### config.mk
export PLATFORM = sky130hd
export DESIGN_NAME = fir_mac_ctrl
export DESIGN_NICKNAME = d
export VERILOG_FILES = /design/src/rtl/fir_mac_ctrl.sv
export SDC_FILE = /design/constraint.sdc
export NUM_CORES = 1
export LEC_CHECK = 0
export ABC_AREA = 1
export CORE_ASPECT_RATIO = 1.2
export CORE_MARGIN = 2
export CORE_UTILIZATION = 60
export CTS_BUF_LIST = sky130_fd_sc_hd__clkbuf_8
export DETAILED_ROUTE_END_ITERATION = 6
export DONT_BUFFER_PORTS = 1
export MAX_ROUTING_LAYER = met4
export PLACE_DENSITY = 0.75
export SYNTH_ARGS = -nofsm -noshare
export SYNTH_HDL_FRONTEND = slang
export SYNTH_SLANG_ARGS = --single-unit
### constraint.sdc
create_clock -name clk -period 3.33 [get_ports clk]
set_input_delay 0.1665 -clock clk [delete_from_list [all_inputs] [get_ports clk]]
set_output_delay 0.1665 -clock clk [all_outputs]
set_load 0.02 [all_outputs]
### src/rtl/fir_mac_ctrl.sv
// FIR filter sequencer: delay line, coefficient bank and tap loop
// driving an external multiply-accumulate ALU, one tap per cycle.
module fir_mac_ctrl #(
  parameter int NTAPS = 8
) (
  input  logic        clk,
  input  logic        rst,
  input  logic        in_valid,
  output logic        in_ready,
  input  logic [15:0] in_data,
  input  logic        coef_wr,
  input  logic [3:0]  coef_addr,
  input  logic [15:0] coef_data,
  output logic [15:0] alu_x,
  output logic [15:0] alu_b,
  output logic [38:0] alu_sum_in,
  input  logic [38:0] alu_sum_out,
  output logic        out_valid,
  input  logic        out_ready,
  output logic [38:0] out_data
);

  localparam int TW = (NTAPS > 1) ? $clog2(NTAPS) : 1;
  localparam logic [TW-1:0] LAST = TW'(NTAPS - 1);

  typedef enum logic [1:0] {
    IDLE,
    MAC,
    OUT
  } state_t;

  state_t state_q;
  state_t state_d;

  logic [15:0]   x_q [NTAPS];
  logic [15:0]   c_q [NTAPS];
  logic [TW-1:0] tap_q;
  logic [38:0]   acc_q;

  logic accept;
  logic coef_we;
  logic in_mac;

  assign in_mac  = (state_q == MAC);
  assign accept  = in_valid && (state_q == IDLE);
  assign coef_we = coef_wr && (state_q == IDLE)
                && (int'(coef_addr) < NTAPS);

  always_comb begin
    state_d = state_q;
    unique case (state_q)
      IDLE: if (in_valid) state_d = MAC;
      MAC:  if (tap_q == LAST) state_d = OUT;
      OUT:  if (out_ready) state_d = IDLE;
      default: state_d = IDLE;
    endcase
  end

  always_comb begin
    in_ready   = (state_q == IDLE);
    out_valid  = (state_q == OUT);
    out_data   = acc_q;
    alu_sum_in = acc_q;
    alu_x      = '0;
    alu_b      = '0;
    if (in_mac) begin
      alu_x = x_q[tap_q];
      alu_b = c_q[tap_q];
    end
  end

  always_ff @(posedge clk) begin
    if (rst) begin
      state_q <= IDLE;
      tap_q   <= '0;
      acc_q   <= '0;
      for (int i = 0; i < NTAPS; i++) begin
        x_q[i] <= '0;
        c_q[i] <= '0;
      end
    end else begin
      state_q <= state_d;
      // same-edge write lands before the first MAC cycle reads it
      if (coef_we) c_q[coef_addr[TW-1:0]] <= coef_data;
      if (accept) begin
        for (int i = NTAPS - 1; i > 0; i--) x_q[i] <= x_q[i-1];
        x_q[0] <= in_data;
        acc_q  <= '0;
        tap_q  <= '0;
      end else if (in_mac) begin
        acc_q <= alu_sum_out;
        tap_q <= tap_q + TW'(1);
      end
    end
  end

endmodule
==> results of run 1 <==
## cell families (layout without fill, tap and decap cells)
group / after synthesis / after routing
adders and majority gates: 2 / 2
DFF: 303 / 303
and+or+nand+nor: 916 / 916
AOI/OAI and AO/OA: 43 / 43
buffers and inverters: 425 / 461
xor gates and xnor gates: 1 / 1
## repair_timing
item                      CTS  global route
setup buffers               0             0
hold endpoints to repair  107             0
hold buffers               66             0
## state kept, by name (all words and copies together) (netlist names), named ones only
signal      flops
state_q         2
c_q           128
tap_q           3
alu_sum_in     39
x_q           128
## per-stage QoR
step / utilization, % / setup WS [ns]
after floorplan: - / 0.466
after global placement: 60.1 / 1.10
after detailed placement: 60.1 / 1.04
after CTS: 66.2 / 0.473
after global routing: 66.2 / 0.300
final: 66.2 / 0.409
## how the worst max path moves through the flow
stage	from	endpoint	slack, ns	depth (start not counted)
finish	flop	alu_b[10]	0.41	7
global route	flop	alu_b[10]	0.30	7
CTS	flop	alu_b[13]	0.47	7
detailed placement	state_q[1]$_SDFFE_PP0P_	c_q[5][1]$_SDFFCE_PN0P_	1.04	5
global placement	state_q[1]$_SDFFE_PP0P_	c_q[5][8]$_SDFFCE_PN0P_	1.10	5
floorplan	state_q[1]$_SDFFE_PP0P_	x_q[0][0]$_SDFFCE_PN0P_	0.47	4
## power groups by stage
| stage | clock [mW] | combinational (mW) | sequential, mW |
|---|---|---|---|
| 6_report | 2.73 | 0.819 | 4.46 |
| 5_1_grt | 2.94 | 0.923 | 4.48 |
| 4_1_cts | 2.77 | 0.816 | 4.46 |
| 3_5_place_dp | 0 | 0.750 | 4.54 |
| 3_3_place_gp | 0 | 0.733 | 4.53 |
| 2_1_floorplan | 0 | 0.640 | 4.48 |
## routing by layer
metal	routed length [µm]	vias to the layer above	GRT usage (%)
met5	0	-	-
met4	755	0	8.42
met1	13200	5109	32.9
li1	-	5168	-
met3	2270	54	4.49
met2	16400	431	43.5
## worst max-delay path, delay by kind of cell (launching register included)
kind                   cells  cell delay [ns]
AND/OR/NAND/NOR            5             0.92
buffers and inverters      2             0.51
flip-flops                 1             0.67
## synthesized netlist by cell type, drive strengths merged
master | instances | area share, %
a21oi | 43 | 1.5
xor2 | 1 | 0.060
buf | 110 | 4.9
inv | 299 | 7.7
ha | 2 | 0.17
or2 | 1 | 0.043
nand3 | 161 | 5.6
dfxtp | 47 | 6.5
edfxtp | 256 | 53
nor2 | 329 | 8.7
nand4 | 1 | 0.15
nand2 | 424 | 11
clkbuf | 16 | 0.41
## cell type report
class,count,area (µm²)
timing repair buffer,80,816
clock inverter,34,136
tap,320,400
multi-input combinational,962,4000
fill,1961,8040
inverter,299,1120
clock buffer,48,661
sequential,303,8630
==> metrics, run 1 <==
Rel. slew slack approximately 37%; Max Slew Vio Count 0; Crit Path Category flop to output pin; P_int a little under 6 mW; Worst Tran Pin Value ~0.95 ns; Critical Path End Type output pin; GPL Wtd Cong approximately 0.85; Synth Area in Compound Gates under 10%; Post-Syn Nets 1772; total iterations of the first detailed-routing run 6; WP data required ~3.2 ns; share of post-route cells with drive strength above 1 just over 5%; main combinational cell family by area after synthesis simple AND/OR/NAND/NOR gates; worst vdd ir 0.459 mV; drt total wl roughly 33000 µm; Clock Skew between 0.02 and 0.03 ns; Cell variety after synth 21; die footprint approximately 25000 µm²; Peak Freq about 340 MHz; Num CTS Buffers 46; # diodes 0; post_cts resized 0; initial core utilization between 60% and 70%; Sum Neg Setup Slack 0 ns; Remaining Overflow, GRT 0; commonest non-fill, non-tap cell in the layout nand2_1; clk root buf clkbuf_8; status complete, no violations; Seq/Total Area, Yosys roughly three fifths; die height about 170 µm; Final Cycle Share roughly 88%; proportion of synthesized area in mux cells 0%; worst r2r path cells 6; class of the worst hold path input port to flop; Critical-path top delay cell dfxtp_4; Max clock buf depth 3; Clk pwr share 34.1%; vias about 11000; clock-pin slew on the worst setup and hold paths approximately 0.070 ns; drt wl/cell around 16 µm; post-DR vias/cell 5.26; most frequent cells in the layout nand2_1 (415), nor2_1 (326), inv_1 (310); Hold Path End c_q[0][0]$_SDFFCE_PN0P_; Hold Path Depth 2; P_leak 7.05 nW; DP Area between 10000 and 15000 µm²; pin count of the biggest net entering global routing between 100 and 150; Adder-Cell Fraction of Synth Area 0.173%; antenna violations before repair 0; hold_ws between 0.015 and 0.02 ns; flop and latch count out of synthesis 303; CORE AREA roughly 24000 µm²; first-pass GRT wire length about 52000 µm; nets 1774; combinational share of power between 10% and 20%; I/O pin count 192; slack of the worst reg-to-reg path ~0.86 ns; Pwr per Cell Area ~510 nW/µm²; Switching Fraction between 20% and 30%; Clock Latency Late Sink approximately 0.57 ns; minimum clock period just under 3 ns; placed cell count 1898; Iteration-0 DRC Markers 800; r2r endpoint state_q[1]$_SDFFE_PP0P_; hold path startpoint coef_data[0]; max incr delay on CP approximately 0.67 ns; Fin. Hold Viols 0; RSZ-0062 raised after global routing no; CTS tree built; Layout area overhead 8.80%; crit-path max FO 80; Synth Area in XOR/XNOR 0.0604%; Total Power between 8 and 9 mW; die outline width around 150 µm; Simple-Gate Fraction of Synth Area approximately a quarter; Mapped Cells between 1500 and 2000; Max Cap Viol 0; DRC Markers 0; Post-DP HPWL about 19000 µm; Psw 2.11 mW; post-route ant nets 0; YS warnings 0; Mapped Area approximately 14000 µm²; # setup viols final 0; total track usage 26.1%; row cnt 62; share of power burned in registers a little under three fifths; design area roughly 16000 µm²; mean area per synthesized cell 8.58 µm²; CTS H-tree lvls 2; critical path, cell by cell clkinv_2 -> buf_4 -> nand2_1 -> nand3_1 -> nand3_1 -> nand2_1 -> nor2_1; number of port buffers 0; final std cells w/o fill roughly 2000; Clock Sinks 303; crit path launch type flop; Reg2Reg Launch Point state_q[0]$_SDFFE_PP0P_; CP arrival ~2.8 ns; number of global-route vias before repair roughly 10000
Note: power is estimated with default switching activity, not from simulation.
==> run 2: changes to the inputs <==
BUFFER_PORTS_ARGS = -buffer_cell sky130_fd_sc_hd__buf_2   (was not set)
DONT_BUFFER_PORTS = not set   (was 1)
PLACE_DENSITY = 0.82   (was 0.75)
==> run 2 against run 1 <==
Against the previous run: the flow now finishes with violations (DRC); final cell count increased by 9.0%; sequential share of layout area decreased by 3.1 points; flip-flop and latch count unchanged; setup slack improved by 0.022 ns; critical path type unchanged.
==> metrics, run 2 (synthesized netlist as in run 1, its figures left out) <==
violated checks DRC; I/O pin count about 190; Hold Path Depth 3; CP Capture Point alu_x[10]; pin count of the biggest net entering global routing 140; FF+latch area 8630 µm²; post-DR vias/cell roughly 5; Layout area overhead 15.3%; Finished Core Util a little over two thirds; Critical Path End Type output pin; Psw between 2 and 2.5 mW; die outline width between 100 and 150 µm; Post-DP HPWL 21000 µm; CORE AREA 23800 µm²; Total Power a little over 8 mW; CP arrival approximately 2.7 ns; commonest non-fill, non-tap cell in the layout nand2_1; r2r endpoint c_q[1][8]$_SDFFCE_PN0P_; final worst slack roughly 0.43 ns; clk root buf clkbuf_8; post-route ant nets 0; row cnt 62; RSZ-0062 raised after global routing no; status finished with violations; post-CTS setup buffers 0; # setup viols final 0; Place WS 0.972 ns; die height 174 µm; Iteration-0 DRC Markers 955; Peak Freq 345 MHz; nets slightly below 2000; Reg2Reg Launch Point state_q[1]$_SDFFE_PP0P_; Crit Path Category flop to output pin; Clk pwr share a little over a third; Remaining Overflow, GRT 0; clock-pin slew on the worst setup and hold paths 0.06 ns; CTS Hold Buffers Added between 50 and 60; vias approximately 11000; Clock Skew around 0.017 ns; Final Cycle Share about 87%; critical path, cell by cell buf_4 -> buf_4 -> nand2_1 -> nand3_1 -> nand3_1 -> nand2_1 -> nor2_1 -> buf_2; fillcell total 1819; drt wl/cell 15.3 µm; Largest delay share family, worst path buffers and inverters; number of global-route vias before repair approximately 11000; Pwr per Cell Area around 500 nW/µm²; crit-path max FO 95; GPL Wtd Cong about 0.9; Critical-path top delay cell buf_4; crit path launch type flop; instance count on the critical path 8; number of port buffers between 150 and 200; # diodes 0; drt total wl between 30000 and 40000 µm; CTS H-tree lvls 2; Clock Sinks 303; initial core utilization roughly three fifths; Max Cap Viol 0; P_int between 6 and 7 mW; WP data required 3.16 ns; placed cell count 2088; worst r2r path cells 5; Fin. Hold Viols 0; Max clock buf depth 3; DRC Markers 1; Clock Latency Late Sink ~0.55 ns; total track usage a little over a quarter; post_cts resized 0; Switching Fraction about a quarter; max incr delay on CP approximately 0.77 ns; die footprint approximately 25000 µm²; Worst Tran Pin Value between 1 and 1.5 ns; final std cells w/o fill about 2200; P_leak ~8 nW; antenna violations before repair 0; minimum clock period ~2.9 ns; slack of the worst reg-to-reg path about 1.2 ns; share of power burned in registers a little over half; Max Slew Vio Count 0; Num CTS Buffers 46; CTS tree built; area occupied by multi-input gates between 4000 and 5000 µm²; combinational share of power between 10% and 20%; class of the worst hold path input port to flop; Sum Neg Setup Slack 0 ns; first-pass GRT wire length approximately 54000 µm; worst vdd ir roughly 0.30 mV; total iterations of the first detailed-routing run 7; most frequent cells in the layout nand2_1 (415), nor2_1 (326), inv_1 (308); Crit path buffers/inverters 3; Rel. slew slack between 30% and 40%; share of post-route cells with drive strength above 1 between 15 and 20%
## run 2: changes by cell type in the layout (fill, tap and decap cells not counted)
cell	previous run	this run
clkinv_2	5	6
dlygate4sd3_1	66	58
inv_1	310	308
inv_6	0	1
clkbuf_8	48	56
buf_2	0	191
clkinvlp_4	1	0
buf_12	4	3
clkinv_1	15	10
## run 2: worst min-delay path by stage
stage                              from                        to  slack, ns
final                     coef_data[11]  c_q[2][11]$_SDFFCE_PN0P_       0.11
after global routing      coef_data[15]  c_q[1][15]$_SDFFCE_PN0P_       0.12
after CTS                 coef_data[11]  c_q[2][11]$_SDFFCE_PN0P_       0.08
after detailed placement            rst   state_q[0]$_SDFFE_PP0P_       0.36
after global placement              rst   state_q[0]$_SDFFE_PP0P_       0.36
after floorplan                     rst   state_q[0]$_SDFFE_PP0P_       0.24
## run 2: power groups by stage
stage	clock, mW	combinational, mW	sequential (mW)
detailed placement	0	0.915	4.47
CTS	2.98	0.972	4.40
finish	2.93	0.984	4.40
global route	3.13	1.09	4.41
floorplan	0	0.640	4.48
global placement	0	0.901	4.47
## run 2: layout make-up
class	instances	area share, %
clock inverters	28	0.696
inverters	299	6.72
flip-flops and latches	303	51.7
well taps	320	2.40
clock buffers	56	4.61
multi-input cells	962	23.9
repair buffers	262	10.0
## run 2: routing by layer
metal	track usage, %	wire (µm)	up-vias	part of all wire [%]
met2	45.0	16900	555	49
met3	3.60	2720	94	8.0
met1	33.9	13500	5187	39
li1	-	-	5526	-
met4	11.2	1180	0	3.4
met5	-	0	-	0
## run 2: per-stage QoR
stage | instance area [µm²] | hold slack, ns
6_report | 16700 | 0.108
2_1_floorplan | 14500 | 0.236
5_1_grt | 16700 | 0.122
3_5_place_dp | 15200 | 0.359
4_1_cts | 16700 | 0.0800
3_3_place_gp | 15200 | 0.357
## run 2: worst min-delay path: cells and delay by family
kind / cells / cell delay (ns)
simple gates: 1 / 0.14
buf+inv: 2 / 0.23
